**config.mk**
```make
export PLATFORM = sky130hd
export DESIGN_NAME = frame_slot_mgr
export DESIGN_NICKNAME = d
export VERILOG_FILES = /design/src/rtl/frame_slot_mgr_pkg.sv /design/src/rtl/frame_slot_mgr_age_select.sv /design/src/rtl/frame_slot_mgr.sv
export SDC_FILE = /design/constraint.sdc
export NUM_CORES = 1
export LEC_CHECK = 0
export BUFFER_PORTS_ARGS = -buffer_cell sky130_fd_sc_hd__buf_2
export CORE_MARGIN = 1
export CORE_UTILIZATION = 40
export DETAILED_ROUTE_END_ITERATION = 10
export PLACE_DENSITY = 0.59
export RECOVER_POWER = 50
export SYNTH_ARGS = -nofsm -noshare
export SYNTH_HDL_FRONTEND = slang
export SYNTH_SLANG_ARGS = --single-unit
```
**constraint.sdc**
```tcl
create_clock -name clk_i -period 21.1 [get_ports clk_i]
set_clock_uncertainty 0.05 [all_clocks]
set_input_delay 1.055 -clock clk_i [delete_from_list [all_inputs] [get_ports clk_i]]
set_output_delay 1.055 -clock clk_i [all_outputs]
set_load 0.005 [all_outputs]
```
**src/rtl/frame_slot_mgr_pkg.sv**
```systemverilog
// frame_slot_mgr_pkg: shared slot/allocator encodings and sequence width for the frame slot manager
package frame_slot_mgr_pkg;
  localparam int SEQ_W = 16;
  typedef enum logic [1:0] {
    SLOT_FREE    = 2'd0,
    SLOT_WRITING = 2'd1,
    SLOT_READY   = 2'd2,
    SLOT_READING = 2'd3
  } slot_st_e;
  typedef enum logic [1:0] {
    ALLOC_IDLE = 2'd0,
    ALLOC_WR   = 2'd1,
    ALLOC_RD   = 2'd2
  } alloc_e;
endpackage

```
**src/rtl/frame_slot_mgr_age_select.sv**
```systemverilog
// frame_slot_mgr_age_select: picks the oldest and newest slot among a mask using wrap-safe seq compare
//   mask_i  : slots eligible for selection
//   seq_i   : per-slot sequence tags
//   old_o   : index of the oldest eligible slot
//   new_o   : index of the newest eligible slot
//   valid_o : at least one slot eligible
module frame_slot_mgr_age_select
  import frame_slot_mgr_pkg::*;
#(
  parameter int N  = 4,
  parameter int IW = 2
) (
  input  logic [N-1:0]     mask_i,
  input  logic [SEQ_W-1:0] seq_i [N],
  output logic [IW-1:0]    old_o,
  output logic [IW-1:0]    new_o,
  output logic             valid_o
);
  // Sign of the 16-bit difference orders tags correctly across the wrap.
  always_comb begin
    old_o   = '0;
    new_o   = '0;
    valid_o = 1'b0;
    for (int i = 0; i < N; i++) begin
      if (mask_i[i]) begin
        if (!valid_o || $signed(seq_i[i] - seq_i[old_o]) < 0) old_o = IW'(i);
        if (!valid_o || $signed(seq_i[i] - seq_i[new_o]) > 0) new_o = IW'(i);
        valid_o = 1'b1;
      end
    end
  end
endmodule

```
**src/rtl/frame_slot_mgr.sv**
```systemverilog
// frame_slot_mgr: ring of DDR frame slots shared by an image writer and a host reader
//   clk_i, reset_clk_n_i           : clock, asynchronous active-low reset
//   wr_req_i/wr_done_i/wr_abort_i  : writer slot request, frame complete, frame discarded
//   wr_grant_o, wr_addr_o          : grant pulse and base address of the granted slot
//   wr_busy_o                      : a slot is being written
//   rd_req_i, readout_done_i       : host frame request, readout finished/cancelled
//   readout_start_o/addr_o/count_o : readout command to the DDR reader
//   rd_busy_o, rd_avail_o          : a slot is being read, a completed frame is waiting
//   rd_frame_seq_o, drop_count_o   : sequence of the frame handed out, saturating drop count
module frame_slot_mgr
  import frame_slot_mgr_pkg::*;
#(
  parameter int               NUM_SLOTS   = 4,
  parameter logic [29:0]      SLOT_BASE   = 30'h0000_0000,
  parameter logic [29:0]      SLOT_STRIDE = 30'h0100_0000,
  parameter logic [23:0]      FRAME_BYTES = 24'h4C_E300,
  parameter bit               READ_LATEST = 1'b1,
  // Reset value of the sequence counter; nonzero only to exercise the wrap.
  parameter logic [SEQ_W-1:0] SEQ_INIT    = '0
) (
  input  logic             clk_i,
  input  logic             reset_clk_n_i,
  input  logic             wr_req_i,
  input  logic             wr_done_i,
  input  logic             wr_abort_i,
  output logic             wr_grant_o,
  output logic [29:0]      wr_addr_o,
  output logic             wr_busy_o,
  input  logic             rd_req_i,
  input  logic             readout_done_i,
  output logic             readout_start_o,
  output logic [29:0]      readout_addr_o,
  output logic [23:0]      readout_count_o,
  output logic             rd_busy_o,
  output logic             rd_avail_o,
  output logic [SEQ_W-1:0] rd_frame_seq_o,
  output logic [SEQ_W-1:0] drop_count_o
);
  localparam int IW = $clog2(NUM_SLOTS);
  slot_st_e             st_q [NUM_SLOTS];
  slot_st_e             st_d [NUM_SLOTS];
  logic [SEQ_W-1:0]     tag_q [NUM_SLOTS];
  logic [SEQ_W-1:0]     tag_d [NUM_SLOTS];
  logic [SEQ_W-1:0]     seq_q, seq_d, rd_seq_q, rd_seq_d, drop_q, drop_d;
  alloc_e               alloc_q, alloc_d;
  logic                 rd_pend_q, rd_pend_d;
  logic [29:0]          wr_addr_q, wr_addr_d, rd_addr_q, rd_addr_d;
  logic [23:0]          rd_cnt_q, rd_cnt_d;
  logic [NUM_SLOTS-1:0] free_m, ready_m, writing_m, reading_m;
  logic [IW-1:0]        free_idx, old_idx, new_idx, w_idx, r_idx;
  logic                 any_free, any_ready, rd_want, drop_inc;

  function automatic logic [29:0] slot_addr(input logic [IW-1:0] idx);
    return SLOT_BASE + 30'(idx) * SLOT_STRIDE;
  endfunction

  // A slot being written counts as free for a new request unless it completes this cycle,
  // so a re-request abandons the current frame and may reuse the same slot.
  always_comb begin
    free_m    = '0;
    ready_m   = '0;
    writing_m = '0;
    reading_m = '0;
    free_idx  = '0;
    for (int i = 0; i < NUM_SLOTS; i++) begin
      writing_m[i] = st_q[i] == SLOT_WRITING;
      ready_m[i]   = st_q[i] == SLOT_READY;
      reading_m[i] = st_q[i] == SLOT_READING;
      free_m[i]    = st_q[i] == SLOT_FREE || (writing_m[i] && !wr_done_i);
    end
    for (int i = NUM_SLOTS - 1; i >= 0; i--) if (free_m[i]) free_idx = IW'(i);
    any_free = |free_m;
  end

  frame_slot_mgr_age_select #(.N(NUM_SLOTS), .IW(IW)) u_age (
    .mask_i  (ready_m),
    .seq_i   (tag_q),
    .old_o   (old_idx),
    .new_o   (new_idx),
    .valid_o (any_ready)
  );

  // Allocation decisions use the current slot states only; completions and frees this
  // cycle become visible to the allocator on the next cycle.
  always_comb begin
    st_d      = st_q;
    tag_d     = tag_q;
    seq_d     = seq_q;
    rd_seq_d  = rd_seq_q;
    wr_addr_d = wr_addr_q;
    rd_addr_d = rd_addr_q;
    rd_cnt_d  = rd_cnt_q;
    alloc_d   = ALLOC_IDLE;
    w_idx     = any_free ? free_idx : old_idx;
    r_idx     = READ_LATEST ? new_idx : old_idx;
    rd_want   = rd_pend_q || (rd_req_i && !(|reading_m));
    drop_inc  = (|writing_m && !wr_done_i && (wr_abort_i || wr_req_i)) || (wr_req_i && !any_free);
    for (int i = 0; i < NUM_SLOTS; i++) begin
      if (writing_m[i] && (wr_done_i || wr_abort_i || wr_req_i)) st_d[i] = wr_done_i ? SLOT_READY : SLOT_FREE;
      if (reading_m[i] && readout_done_i) st_d[i] = SLOT_FREE;
    end
    if (wr_req_i) begin
      alloc_d      = ALLOC_WR;
      st_d[w_idx]  = SLOT_WRITING;
      tag_d[w_idx] = seq_q;
      seq_d        = seq_q + 1'b1;
      wr_addr_d    = slot_addr(w_idx);
    end else if (rd_want && any_ready) begin
      alloc_d      = ALLOC_RD;
      st_d[r_idx]  = SLOT_READING;
      rd_seq_d     = tag_q[r_idx];
      rd_addr_d    = slot_addr(r_idx);
      rd_cnt_d     = FRAME_BYTES;
    end
    rd_pend_d = rd_want && alloc_d != ALLOC_RD;
    drop_d    = drop_q + SEQ_W'(drop_inc && drop_q != '1);
  end

  always_ff @(posedge clk_i or negedge reset_clk_n_i) begin
    if (!reset_clk_n_i) begin
      for (int i = 0; i < NUM_SLOTS; i++) begin
        st_q[i]  <= SLOT_FREE;
        tag_q[i] <= '0;
      end
      seq_q     <= SEQ_INIT;
      rd_seq_q  <= '0;
      drop_q    <= '0;
      alloc_q   <= ALLOC_IDLE;
      rd_pend_q <= 1'b0;
      wr_addr_q <= '0;
      rd_addr_q <= '0;
      rd_cnt_q  <= '0;
    end else begin
      st_q      <= st_d;
      tag_q     <= tag_d;
      seq_q     <= seq_d;
      rd_seq_q  <= rd_seq_d;
      drop_q    <= drop_d;
      alloc_q   <= alloc_d;
      rd_pend_q <= rd_pend_d;
      wr_addr_q <= wr_addr_d;
      rd_addr_q <= rd_addr_d;
      rd_cnt_q  <= rd_cnt_d;
    end
  end

  assign wr_grant_o      = alloc_q == ALLOC_WR;
  assign readout_start_o = alloc_q == ALLOC_RD;
  assign wr_addr_o       = wr_addr_q;
  assign wr_busy_o       = |writing_m;
  assign readout_addr_o  = rd_addr_q;
  assign readout_count_o = rd_cnt_q;
  assign rd_busy_o       = |reading_m;
  assign rd_avail_o      = any_ready;
  assign rd_frame_seq_o  = rd_seq_q;
  assign drop_count_o    = drop_q;
endmodule

```
After elaboration in Yosys (flattened, before gate mapping)
Cells that the tools add are included.
{"block": "word_totals", "reg_bits": 128, "latchBits": 0, "mem_bits_rw": 0, "rom_bits": 0, "in_bits": 7, "output_inout_bits": 121, "elab_cells": 170, "memories": 0}
{"block": "classes", "add_sub_neg": 7, "mul": 0, "n_div": 0, "n_lt_le_gt_ge": 14, "n_eq_ne": 16, "shifts": 0, "mux": 56, "n_bitwise": 11, "reduce_logical": 50}
{"operator": "$mux W16", "count": 11}
{"operator": "$bmux W16 S2", "count": 5}
{"operator": "$sub A16 B16 Y16", "count": 5}
{"operator": "$bwmux W64", "count": 1}
{"operator": "$mux W2", "count": 28}
{"operator": "$gt A16 B1 Y1 const B", "count": 3}
{"operator": "$lt A16 B1 Y1 const B", "count": 3}
{"operator": "$demux W16 S2", "count": 1}
{"operator": "$logic_and A1 B1 Y1", "count": 21}
{"operator": "$eq A2 B2 Y1 const B", "count": 9}
{"operator": "$ge A3 B3 Y1 const B", "count": 6}
{"operator": "$not A2 Y3", "count": 6}
{"operator": "$add A16 B1 Y16", "count": 1}
{"operator": "$add A16 B1 Y16 const B", "count": 1}
{"operator": "$mux W8", "count": 2}
{"operator": "$ne A16 B16 Y1 const B", "count": 1}
{"operator": "$logic_or A1 B1 Y1", "count": 15}
{"operator": "$reduce_or A4 Y1", "count": 3}
{"operator": "$eq A2 B1 Y1 const B", "count": 5}
{"operator": "$demux W2 S2", "count": 2}
{"operator": "$logic_not A2 Y1", "count": 4}
{"operator": "$or A8 B8 Y8", "count": 1}
{"operator": "$logic_not A1 Y1", "count": 6}
{"operator": "$lt A3 B1 Y1 const B", "count": 2}
{"operator": "7 further kinds", "count": 12}

Logic depth before layout (Yosys ltp)
Gate-level depths: netlist of the first run.
{"block": "logic_depth", "ltp_word": 33, "ltp_mapped": 47, "depth_no_buf": 44}

Hierarchy
From an unflattened synthesis of the first run, not the netlist that was laid out.
{"block": "unflattened", "cells_unflattened": 1029, "hier_area_um2": 10405.0}
{"module": "frame_slot_mgr", "instances": 1, "cells_each": 480, "area_per_inst_um2": 6392.4, "seq_area_each_um2": 3203.1}
{"module": "frame_slot_mgr_age_select", "instances": 1, "cells_each": 549, "area_per_inst_um2": 4012.6, "seq_area_each_um2": 0.0}

Worst setup path before layout of the first run
No wires, ideal clock.
{"block": "synth_path", "path_kind": "register to register", "start": "reg tag_q[32] (netlist name)", "end": "reg rd_seq_q[12] (netlist: rd_frame_seq_o[12])", "setup_time_ps": 141, "arrival_ps": 9219, "required_time_ps": 20909, "path_slack_ps": 11691, "path_stages_with_launch": 48, "n_path_buf": 4, "period_less_slack_ps": 9409, "cell_sequence": "dfrtp_1 -> inv_1 -> ha_1 -> fa_1 -> nor2b_1 -> o21a_1 -> o21ai_1 -> a21oi_1 -> o211a_1 -> or3_1 -> a2111oi_2 -> a21oi_1 -> clkbuf_1 -> mux2i_1 -> inv_1 -> ha_1 -> inv_1 -> fa_1 -> [... 12 more ...] -> a22oi_1 -> ha_1 -> inv_1 -> fa_1 -> a21o_1 -> a21oi_1 -> o21bai_1 -> a21oi_1 -> o21ai_0 -> a21oi_1 -> o21bai_1 -> o31ai_1 -> mux2i_1 -> a31oi_1 -> a21boi_1 -> clkbuf_1 -> or2_2 -> a31oi_1"}
{"block": "synth_between", "elab_chain_cells": 27}
{"element": "start: declaration", "line": "frame_slot_mgr.sv:42", "source": "logic [SEQ_W-1:0] tag_q [NUM_SLOTS];"}
{"element": "start signal: assignment", "line": "frame_slot_mgr.sv:135", "source": "tag_q <= tag_d;"}
{"element": "$sub A16 B16 Y16", "line": "frame_slot_mgr_age_select.sv:27", "source": "if (!valid_o || $signed(seq_i[i] - seq_i[new_o]) > 0) new_o = IW'(i);"}
{"element": "$gt A16 B1 Y1", "line": "frame_slot_mgr_age_select.sv:27"}
{"element": "$logic_or A1 B1 Y1", "line": "frame_slot_mgr_age_select.sv:27"}
{"element": "$mux W1", "line": "frame_slot_mgr_age_select.sv:27"}
{"element": "$mux W2", "line": "frame_slot_mgr_age_select.sv:25", "source": "if (mask_i[i]) begin"}
{"element": "$not A2 Y3 (implied by the code)", "line": "frame_slot_mgr_age_select.sv:27"}
{"element": "$bmux W16 S2", "line": "frame_slot_mgr_age_select.sv:27"}
{"element": "$mux W16 (implied by the code) (2 in series)", "line": "frame_slot_mgr_age_select.sv:27"}
{"element": "[... 9 more ...]"}
{"element": "$sub A16 B16 Y16", "line": "frame_slot_mgr_age_select.sv:27"}
{"element": "$gt A16 B1 Y1", "line": "frame_slot_mgr_age_select.sv:27"}
{"element": "$logic_or A1 B1 Y1", "line": "frame_slot_mgr_age_select.sv:27"}
{"element": "$mux W2", "line": "frame_slot_mgr_age_select.sv:27"}
{"element": "$mux W2 *", "line": "frame_slot_mgr_age_select.sv:25"}
{"element": "$not A2 Y3 (implied by the code) *", "line": "frame_slot_mgr.sv:111", "source": "rd_seq_d = tag_q[r_idx];"}
{"element": "$bmux W16 S2 *", "line": "frame_slot_mgr.sv:111"}
{"element": "$mux W16 (implied by the code) * (2 in series)", "line": "frame_slot_mgr.sv:111"}
{"element": "end signal: assignment", "line": "frame_slot_mgr.sv:137", "source": "rd_seq_q <= rd_seq_d;"}
{"element": "end: declaration", "line": "frame_slot_mgr.sv:44", "source": "logic [SEQ_W-1:0] seq_q, seq_d, rd_seq_q, rd_seq_d, drop_q, drop_d;"}
Every way passes the cells marked *; elsewhere a longest branch is shown, timed or not. The select of a mux whose other input is x is not followed.
A chain may end at the register's enable or synchronous reset.

Worst setup path in the final report of the first run
{"block": "layout_path", "start": "reg tag_q[32] (netlist name)", "end": "reg rd_seq_q[10] (netlist: rd_frame_seq_o[10])"}
Same word-level chain as after synthesis.

==> results of run 1 <==
## sequential cells by signal, summed over array words and instances (netlist names)
| signal | cells |
|---|---|
| rd_frame_seq_o | 16 |
| rd_pend_q | 1 |
| readout_count_o | 1 |
| drop_count_o | 16 |
| st_q | 8 |
| readout_addr_o | 2 |
| alloc_q | 2 |
| tag_q | 64 |
| wr_addr_o | 2 |
| seq_q | 16 |
## synthesized netlist by cell type, types with 10 or more instances
cell	number	area share
a21o_1	16	0.012
a21oi_1	60	0.030
a31oi_1	18	0.011
and3_1	15	0.0093
buf_4	80	0.059
clkbuf_1	25	0.0093
dfrtp_1	128	0.32
ha_1	76	0.094
inv_1	65	0.024
mux2_2	57	0.064
mux2i_1	47	0.047
nand2_1	92	0.034
nand2b_1	15	0.0093
nand3_1	29	0.014
nand4_1	10	0.0062
nor2_1	65	0.024
nor2b_1	17	0.011
nor3_1	19	0.0094
o21ai_0	69	0.034
or2_2	15	0.0093
xnor2_1	36	0.031
xor2_1	12	0.010
## worst max-delay path, delay by kind of cell, from the launching register on
kind | cells | cell delay (ns)
and+or+nand+nor | 6 | 1.54
adders and majority gates | 5 | 1.36
muxes | 2 | 0.47
AOI/OAI and AO/OA | 25 | 7.18
buffers and inverters | 5 | 0.89
DFF | 1 | 0.42
## logic make-up (layout without fill, tap and decap cells)
kind of cell | count (synthesis) | after routing | share of synthesized area
adder cells (fa/ha/maj) | 79 | 79 | 0.1000
AO/OA/AOI/OAI | 249 | 249 | 0.1614
multiplexers | 113 | 113 | 0.1231
flip-flops | 128 | 128 | 0.3169
other | 1 | 72 | 0.0003710
buffers and inverters | 181 | 158 | 0.1006
AND/OR/NAND/NOR | 311 | 311 | 0.1536
XOR/XNOR | 49 | 49 | 0.04395
## metal layers
metal,vias to the layer above,wire length [um]
met5,-,0
met4,0,585
met3,32,1341
met2,250,12570
met1,3975,12840
li1,3895,-
## stage by stage
stage,instances,area (um2),util
after global placement,1451,10340,0.4215
after CTS,1483,10950,0.4462
final,1483,10920,0.4449
after global routing,1483,10920,0.4449
after floorplan,1182,10370,-
after detailed placement,1451,10340,0.4215
## final timing paths
kind / from / to / slack (ns) / cells past startpoint
max: tag_q[32] / rd_frame_seq_o[10] / 9.10 / 43
min: drop_count_o[13] / drop_count_o[13] / 0.44 / 1
max reg2reg: tag_q[32] / rd_frame_seq_o[10] / 9.10 / 43
min reg2reg: drop_count_o[13] / drop_count_o[13] / 0.44 / 1
max in group asynchronous: reset_clk_n_i / tag_q[28] / 14.47 / 2
min in group asynchronous: reset_clk_n_i / tag_q[56] / 1.82 / 1
## where the power goes
part	internal, mW	switching, mW	leakage, nW	total, mW
Clock	0.171	0.135	0.300	0.306
Sequential	0.309	0.0786	1.64	0.387
Combinational	0.478	0.656	3.36	1.13
Total	0.958	0.870	5.31	1.83
## area by class of cell
type / count / area share
clock buffers: 17 / 0.03897
well taps: 324 / 0.03714
flip-flops and latches: 128 / 0.2934
clock inverters: 15 / 0.01674
inverters: 65 / 0.02235
multi-input cells: 873 / 0.5644
repair buffers: 61 / 0.02694
==> metrics.md, run 1 <==
| Metric | Value |
|---|---|
| Status | finished, violations left |
| Failing checks | max-capacitance violations, max-slew violations |
| RSZ-0062 raised after global routing | false |
| Buffers on Ports | 55 |
| Number of buffers created by CTS | 17 |
| Largest net degree at the start of global routing | between 60 and 70 |
| Most used cell, CP | a21oi_1 |
| WS Path Type | reg2reg |
| Max VDD drop | 0.07392 mV |
| DR vias/cell | about 5.5 |
| Post-CTS setup buffer count | 0 |
| All-Layer GR Usage | 0.2154 |
| Slew Limit Fails | ~130 |
| CP max-delay cell | a2111oi_0 |
| Clock Latency Late Sink | approximately 0.43 ns |
| Critical path required time | approximately 21 ns |
| Hold Slack | ~0.44 ns |
| Final period util | 0.5687 |
| GP Congestion | between 0.8 and 0.9 |
| Routed wire per std cell | between 15 and 20 um |
| Pwr Total | about 1.8 mW |
| Gr ovfl total | 0 |
| Layout fillers | approximately 2.4k |
| Max-slew headroom | -1.408 |
| Area Overhead vs Synth | 7.997% |
| Initial Util | 0.4120 |
| H-Tree Depth | 4 |
| Post-synthesis instance area | roughly 0.010 mm2 |
| Initial antenna violation count | 0 |
| Residual DRC | 0 |
| Nature of the critical path endpoint | flop |
| Vert. Die Dim | around 160 um |
| Fin. Hold Viols | 0 |
| Prevailing post-synth register cell | dfrtp_1 |
| Crit path largest cell delay | around 0.93 ns |
| Die area | 0.02591 mm2 |
| Most frequent cells in the layout | dfrtp_1 (128), nand2_1 (92), ha_1 (76) |
| DP HPWL | 21000 um |
| Met1 usage | 0.2939 |
| Post-synth EDFFs | 0 |
| Total wire length | between 20000 and 30000 um |
| Worst setup margin | 9.100 ns |
| Initial DRC Count | just under 600 |
| CTS tree | done |
| First-pass GRT wire length | 43280 um |
| Num rows | 57 |
| Place WS | ~9.3 ns |
| Startpoint types | flop |
| Synthesized instance count | 1111 |
| GRT busiest layer | met2 |
| Setup-failing EPs final | 0 |
| FF+latch count, synth | roughly 130 |
| Routed Antenna Nets | 0 |
| Leak pwr | 5.306 nW |
| Seq/Total Area, Yosys | 0.3169 |
| Met3 Resource Use GR | 0.04339 |
| Clk buf depth | 2 |
| Die outline width | between 150 and 200 um |
| Synth unique cells | 75 |
| Number of global-route vias before repair | between 7k and 8k |
| CTS clk-pin slew, worst paths | ~0.07 ns |
| Register area | ~0.0032 mm2 |
| Power Dens Cells | around 170 mW/mm2 |
| Mapped Avg Cell Area | around 9.1 um2 |
| Diode count | 0 |
| Hold_buf cts | 0 |
| Commonest non-fill, non-tap cell in the layout | dfrtp_1 |
| DR vias | 8152 |
| CORE AREA | 0.02453 mm2 |
| Met2 usage | 0.3413 |
| Root Driver | clkbuf_16 |
| Worst slew pin tran | approximately 3.6 ns |
| Multi-input gate area | just over 0.006 mm2 |
| Fraction of registers with async set/reset | 1.000 |
| Crit path time final | ~12 ns |
| Drt first pass iters | 5 |
| Fmax | 83.34 MHz |
| Hold Path Class | reg2reg |
| Synth Warn # | 0 |
| Ratio of cells with drive above 1 in the final layout | 0.1424 |
| Max-cap violations | 2 |
| Final nets | approximately 1.2k |
| Ports | 128 |
| Clock sinks | 128 |
| CP arrival | around 12 ns |
| CP Max Fanout | 22 |
| Post-cts sizing count | 0 |
| Final setup TNS | 0 ns |
(Power assumes the default switching activity.)
==> run 2, diff against run 1 <==
--- a/config.mk
+++ b/config.mk
@@ -5,6 +5,7 @@
 export SDC_FILE = /design/constraint.sdc
 export NUM_CORES = 1
 export LEC_CHECK = 0
+export ABC_AREA = 1
 export BUFFER_PORTS_ARGS = -buffer_cell sky130_fd_sc_hd__buf_2
 export CORE_MARGIN = 1
 export CORE_UTILIZATION = 40
==> constraint.sdc (replaced) <==
create_clock -name clk_i -period 11.4 [get_ports clk_i]
set_clock_uncertainty 0.05 [all_clocks]
set_input_delay 0.57 -clock clk_i [delete_from_list [all_inputs] [get_ports clk_i]]
set_output_delay 0.57 -clock clk_i [all_outputs]
set_load 0.005 [all_outputs]
==> run 2 against run 1 <==
  * The flow still finishes with violations (max-capacitance violations, max-slew violations)
  * Sequential share of layout area up 0.32 points
  * Fmax grew 19%
  * Register-to-register slack got worse by 7.8 ns
==> metrics.md, run 2 <==
| Metric | Value |
|---|---|
| CP max-delay cell | o21ai_0 |
| Buffers on Ports | 55 |
| Clock Latency Late Sink | approximately 0.43 ns |
| Critical path required time | 11.70 ns |
| Hold Slack | around 0.42 ns |
| Cell with the most instances after synthesis | nand2_1 |
| Crit path largest cell delay | about 0.54 ns |
| Largest family of logic cells by synthesized area | simple AND/OR/NAND/NOR gates |
| Final setup TNS | 0 ns |
| Hold_buf cts | 0 |
| Synth Warn # | 0 |
| Num rows | 57 |
| Crit. Startpoint | tag_q[32] |
| Layout fillers | 2573 |
| Drt first pass iters | 8 |
| Place WS | approximately 1.5 ns |
| Adder-Cell Fraction of Synth Area | 0.1004 |
| DR vias/cell | a little over 5 |
| Post-synth top cells | nand2_1 (388), inv_1 (150), dfrtp_1 (128), buf_4 (81), a21oi_1 (80) |
| Failing checks | max-capacitance violations, max-slew violations |
| Initial antenna violation count | 0 |
| Ports | 128 |
| Multi-input gate area | approximately 0.0057 mm2 |
| DR vias | approximately 8.8k |
| Yosys top cell by area | dfrtp_1 |
| Synth Area in Compound Gates | 0.1165 |
| Most frequent cells in the layout | nand2_1 (388), inv_1 (150), dfrtp_1 (128) |
| First-pass GRT wire length | around 43000 um |
| Mux cell area share after synthesis | 0 |
| Register area | approximately 0.0032 mm2 |
| Gr ovfl total | 0 |
| FF+latch count, synth | about 130 |
| Startpoint types | flop |
| Fraction of registers with async set/reset | 1.000 |
| Final Instance Count excl. Fillers | 1743 |
| Commonest non-fill, non-tap cell in the layout | nand2_1 |
| Hold path cells | 2 |
| DP HPWL | 19370 um |
| Slew Limit Fails | between 150 and 200 |
| CP Max Fanout | 32 |
| Crit path time final | about 10 ns |
| Initial Util | 0.4105 |
| Min-Delay Endpoint | tag_q[51] |
| Clock sinks | around 130 |
| CTS tree | done |
| Mapped Avg Cell Area | between 7 and 8 um2 |
| Number of global-route vias before repair | 8129 |
| Die outline width | approximately 160 um |
| Worst setup margin | roughly 1.3 ns |
| Synth top area share | 0.3180 |
| Setup-failing EPs final | 0 |
| Clk buf depth | 2 |
| H-Tree Depth | 4 |
| Path depth of the worst reg2reg path | just over 60 |
| Post-synth EDFFs | 0 |
| Largest net degree at the start of global routing | 72 |
| Seq/Total Area, Yosys | 0.3180 |
| Area contributors post-synth | dfrtp_1 (32%), nand2_1 (14%), ha_1 (9.4%) |
| GP Congestion | between 0.8 and 0.9 |
| Fin. Hold Viols | 0 |
| Synthesized instance count | 1379 |
| Number of flip-flops under the largest register name | 64 |
| Hold Path Class | reg2reg |
| Final nets | 1492 |
| Synth Area in XOR/XNOR | 0.05391 |
| CP arrival | slightly above 10 ns |
| FF-to-FF End | rd_frame_seq_o[10] |
| All-Layer GR Usage | 0.2084 |
| Biggest register | tag_q |
| Fmax | about 100 MHz |
| Prevailing post-synth register cell | dfrtp_1 |
| Max-cap violations | 3 |
| Final period util | 0.8856 |
| Max VDD drop | approximately 0.12 mV |
| Root Driver | clkbuf_16 |
| Ratio of cells with drive above 1 in the final layout | 0.08457 |
| Most used cell, CP | nand2_1 |
| Power Dens Cells | 338.4 mW/mm2 |
| RSZ-0062 raised after global routing | false |
| CORE AREA | approximately 0.025 mm2 |
| Routed Antenna Nets | 0 |
| Inst Count DP | 1711 |
| Post-CTS setup buffer count | 0 |
| Max-slew headroom | -1.549 |
| Vert. Die Dim | about 160 um |
| WS Path Type | reg2reg |
| Simple-gate area share of the yosys netlist | 0.2709 |
| Area Overhead vs Synth | 7.192% |
| Initial DRC Count | approximately 610 |
| Post-Place Cell Area | between 0.01 and 0.015 mm2 |
| Leak pwr | about 5.8 nW |
| R2R setup slack | roughly 1.3 ns |
| Worst slew pin tran | between 3 and 4 ns |
| Die area | ~0.026 mm2 |
| Post-synthesis instance area | ~0.010 mm2 |
| HP Start | tag_q[51] |
| Residual DRC | 0 |
| Diode count | 0 |
| Total wire length | approximately 26000 um |
| Finished Cell Area | 0.01080 mm2 |
| Nature of the critical path endpoint | flop |
| CTS clk-pin slew, worst paths | roughly 0.060 ns |
| Post-cts sizing count | 0 |
| Status | finished, violations left |
| Pwr Total | approximately 3.7 mW |
| Synth unique cells | 50 |
| Number of buffers created by CTS | 17 |
| Reg2reg start | tag_q[32] |
| Layout Utilization | 0.4401 |
| Routed wire per std cell | ~15 um |
-- run 2: cell count changes after synthesis, moves of 20 or more --
cell,previous run,this run
nand3_1,29,53
nand2_1,92,388
inv_1,65,150
o21ai_1,1,22
a21oi_1,60,80
mux2_2,57,0
mux2i_1,47,0
xor2_1,12,40
nand4_1,10,47
-- run 2: final cells by class --
cell class | instances | area share
clock buffers | 17 | 0.03940
well taps | 324 | 0.03755
multi-input cells | 1044 | 0.5304
repair buffers | 60 | 0.02654
flip-flops and latches | 128 | 0.2967
inverters | 155 | 0.05412
clock inverters | 15 | 0.01530
-- run 2: worst max-delay path, delay by kind of cell (launching register included) --
family                     cells  cell delay, ns
AOI/OAI and AO/OA             19            3.52
buffers and inverters          4            0.37
xor gates and xnor gates       2            0.36
and+or+nand+nor               31            3.76
adders and majority gates      5            1.59
DFF                            1            0.34
-- run 2: how the worst max path moves through the flow --
stage	end	cells past startpoint	slack, ns
2_1_floorplan	st_q[2]	60	3.12
3_3_place_gp	rd_frame_seq_o[14]	59	1.58
3_5_place_dp	rd_frame_seq_o[14]	61	1.46
4_1_cts	rd_frame_seq_o[10]	61	1.40
5_1_grt	rd_frame_seq_o[13]	61	0.21
6_report	rd_frame_seq_o[10]	61	1.30
-- run 2: metal layers --
layer,track usage,wire [um]
met1,0.3065,12870
met2,0.3142,11420
met3,0.03357,1215
met4,0.05584,418
met5,0,0
-- run 2: power breakdown --
| part | switching, mW | total [mW] | leakage (nW) | internal [mW] |
|---|---|---|---|---|
| logic | 1.46 | 2.33 | 3.93 | 0.867 |
| clock network | 0.246 | 0.557 | 0.278 | 0.311 |
| registers | 0.167 | 0.770 | 1.60 | 0.603 |
| total | 1.87 | 3.65 | 5.80 | 1.78 |
-- run 2: cells by family after synthesis --
family                   Yosys count
AND/OR/NAND/NOR                  615
buffers and inverters            278
AO/OA/AOI/OAI                    216
flip-flops                       128
adder cells (fa/ha/maj)           79
XOR/XNOR                          62
other                              1
==> run 3, diff against run 2 <==
--- a/config.mk
+++ b/config.mk
@@ -7,6 +7,7 @@
 export LEC_CHECK = 0
 export ABC_AREA = 1
 export BUFFER_PORTS_ARGS = -buffer_cell sky130_fd_sc_hd__buf_2
+export CORE_ASPECT_RATIO = 0.8
 export CORE_MARGIN = 1
 export CORE_UTILIZATION = 40
 export DETAILED_ROUTE_END_ITERATION = 10
==> run 3 against run 2 <==
  * Fmax decreased by 0.57%
  * Flip-flop and latch count is the same
  * Die area hardly changed
  * Clock-buffer cell count is 1 higher
  * Sequential power rose by 2%
  * Critical path depth did not move
  * Setup slack got worse by 0.058 ns
  * The run still ends with max-capacitance violations, max-slew violations left
  * Final cell count decreased by 0.29%
==> metrics.md, run 3 (synthesis results as in run 2) <==
| Metric | Value |
|---|---|
| Status | finished, violations left |
| Failing checks | max-capacitance violations, max-slew violations |
| Ratio of cells with drive above 1 in the final layout | 0.07042 |
| Power Dens Cells | between 300 and 400 mW/mm2 |
| Drt first pass iters | 7 |
| Crit path largest cell delay | about 0.54 ns |
| Final period util | 0.8907 |
| Number of flip-flops under the largest register name | 64 |
| R2R setup slack | roughly 1.2 ns |
| Hold_buf cts | 0 |
| CP max-delay cell | o21ai_0 |
| Max VDD drop | approximately 0.18 mV |
| Layout Utilization | 0.4392 |
| Setup-failing EPs final | 0 |
| Initial Util | 0.4110 |
| Reg2reg start | tag_q[32] |
| Path depth of the worst reg2reg path | 61 |
| Residual DRC | 0 |
| WS Path Type | reg2reg |
| Fmax | between 90 and 100 MHz |
| Total wire length | between 20000 and 30000 um |
| Max-slew headroom | -1.496 |
| Largest net degree at the start of global routing | just over 70 |
| Number of global-route vias before repair | 7963 |
| Clock Latency Late Sink | ~0.44 ns |
| Num rows | 51 |
| Ports | around 130 |
| H-Tree Depth | 4 |
| Clk buf depth | 2 |
| Routed Antenna Nets | 0 |
| Post-CTS setup buffer count | 0 |
| Setup crit end | rd_frame_seq_o[4] |
| DR vias | roughly 8.7k |
| Post-cts sizing count | 0 |
| Startpoint types | flop |
| CP arrival | 10.46 ns |
| Worst slew pin tran | about 3.7 ns |
| Gr ovfl total | 0 |
| Fin. Hold Viols | 0 |
| All-Layer GR Usage | 0.2180 |
| Number of buffers created by CTS | 17 |
| Hold Slack | 0.4193 ns |
| Hold path cells | 2 |
| Root Driver | clkbuf_16 |
| Most used cell, CP | nand2_1 |
| GP Congestion | slightly below 0.9 |
| Crit path time final | just over 10 ns |
| Most frequent cells in the layout | nand2_1 (388), inv_1 (150), dfrtp_1 (128) |
| RSZ-0062 raised after global routing | false |
| Final setup TNS | 0 ns |
| Die outline width | 179.4 um |
| Diode count | 0 |
| CTS clk-pin slew, worst paths | around 0.060 ns |
| Critical path required time | approximately 12 ns |
| Max-cap violations | 3 |
| Initial DRC Count | roughly 780 |
| Clock sinks | approximately 130 |
| Buffers on Ports | between 50 and 60 |
| Biggest register | tag_q |
| CTS tree | done |
| Crit. Startpoint | tag_q[32] |
| CORE AREA | between 0.02 and 0.025 mm2 |
| DR vias/cell | between 5 and 6 |
| Area Overhead vs Synth | 6.857% |
| Layout fillers | 2556 |
| Vert. Die Dim | 143.9 um |
| Leak pwr | around 5.8 nW |
| Final nets | roughly 1.5k |
| Routed wire per std cell | about 16 um |
| DP HPWL | roughly 21000 um |
| Slew Limit Fails | ~180 |
| Nature of the critical path endpoint | flop |
| Pwr Total | about 3.7 mW |
| Initial antenna violation count | 0 |
| Commonest non-fill, non-tap cell in the layout | nand2_1 |
| FF-to-FF End | rd_frame_seq_o[4] |
| Hold Path Class | reg2reg |
| Die area | roughly 0.026 mm2 |
| First-pass GRT wire length | 43410 um |
| CP Max Fanout | 32 |
-- run 3: changes by cell type in the layout (fill, tap and decap cells not counted), sizes merged --
| cell | change |
|---|---|
| buf | -19 |
| clkbuf | +21 |
| clkinv | +3 |
| clkinvlp | -2 |
| inv | -2 |
-- run 3: area by class of cell --
class,instances,area [um2],share of cell area
multi-input combinational,1044,5727,0.5321
sequential,128,3203,0.2976
inverter,155,584.3,0.05429
clock buffer,18,439.2,0.04080
tap,318,397.9,0.03697
timing repair buffer,61,267.8,0.02488
clock inverter,14,143.9,0.01337
-- run 3: how the worst min path moves through the flow --
stage / end / from / slack, ns
2_1_floorplan: alloc_q[0] / reset_clk_n_i / 0.22
3_3_place_gp: tag_q[56] / tag_q[56] / 0.40
3_5_place_dp: tag_q[56] / tag_q[56] / 0.41
4_1_cts: tag_q[40] / reset_clk_n_i / 0.09
5_1_grt: tag_q[60] / tag_q[60] / 0.43
6_report: tag_q[50] / tag_q[50] / 0.42
-- run 3: metrics by stage --
| stage | std cells | setup slack [ns] | area (um2) |
|---|---|---|---|
| global placement | 1706 | 1.486 | 10240 |
| global route | 1738 | 0.1519 | 10760 |
| detailed placement | 1706 | 1.237 | 10240 |
| CTS | 1738 | 1.205 | 10820 |
| floorplan | 1450 | 3.122 | 10340 |
| finish | 1738 | 1.246 | 10760 |
-- run 3: critical path, delay by kind of cell, from the launching register on --
family / cells / cell delay, ns
simple gates: 31 / 3.79
xor+xnor: 2 / 0.35
buf+inv: 4 / 0.39
compound gates: 19 / 3.53
flops: 1 / 0.35
fa+ha+maj: 5 / 1.58
-- run 3: per-layer routing --
layer | wire length [um] | global-route usage
met1 | 13510 | 0.3065
met2 | 11920 | 0.3384
met3 | 1384 | 0.04334
met4 | 423 | 0.06397
met5 | 0 | 0
-- run 3: power by group --
part           switching, mW  internal [mW]  total (mW)
logic                   1.49          0.867        2.36
clock network          0.237          0.312       0.550
registers              0.186          0.603       0.789
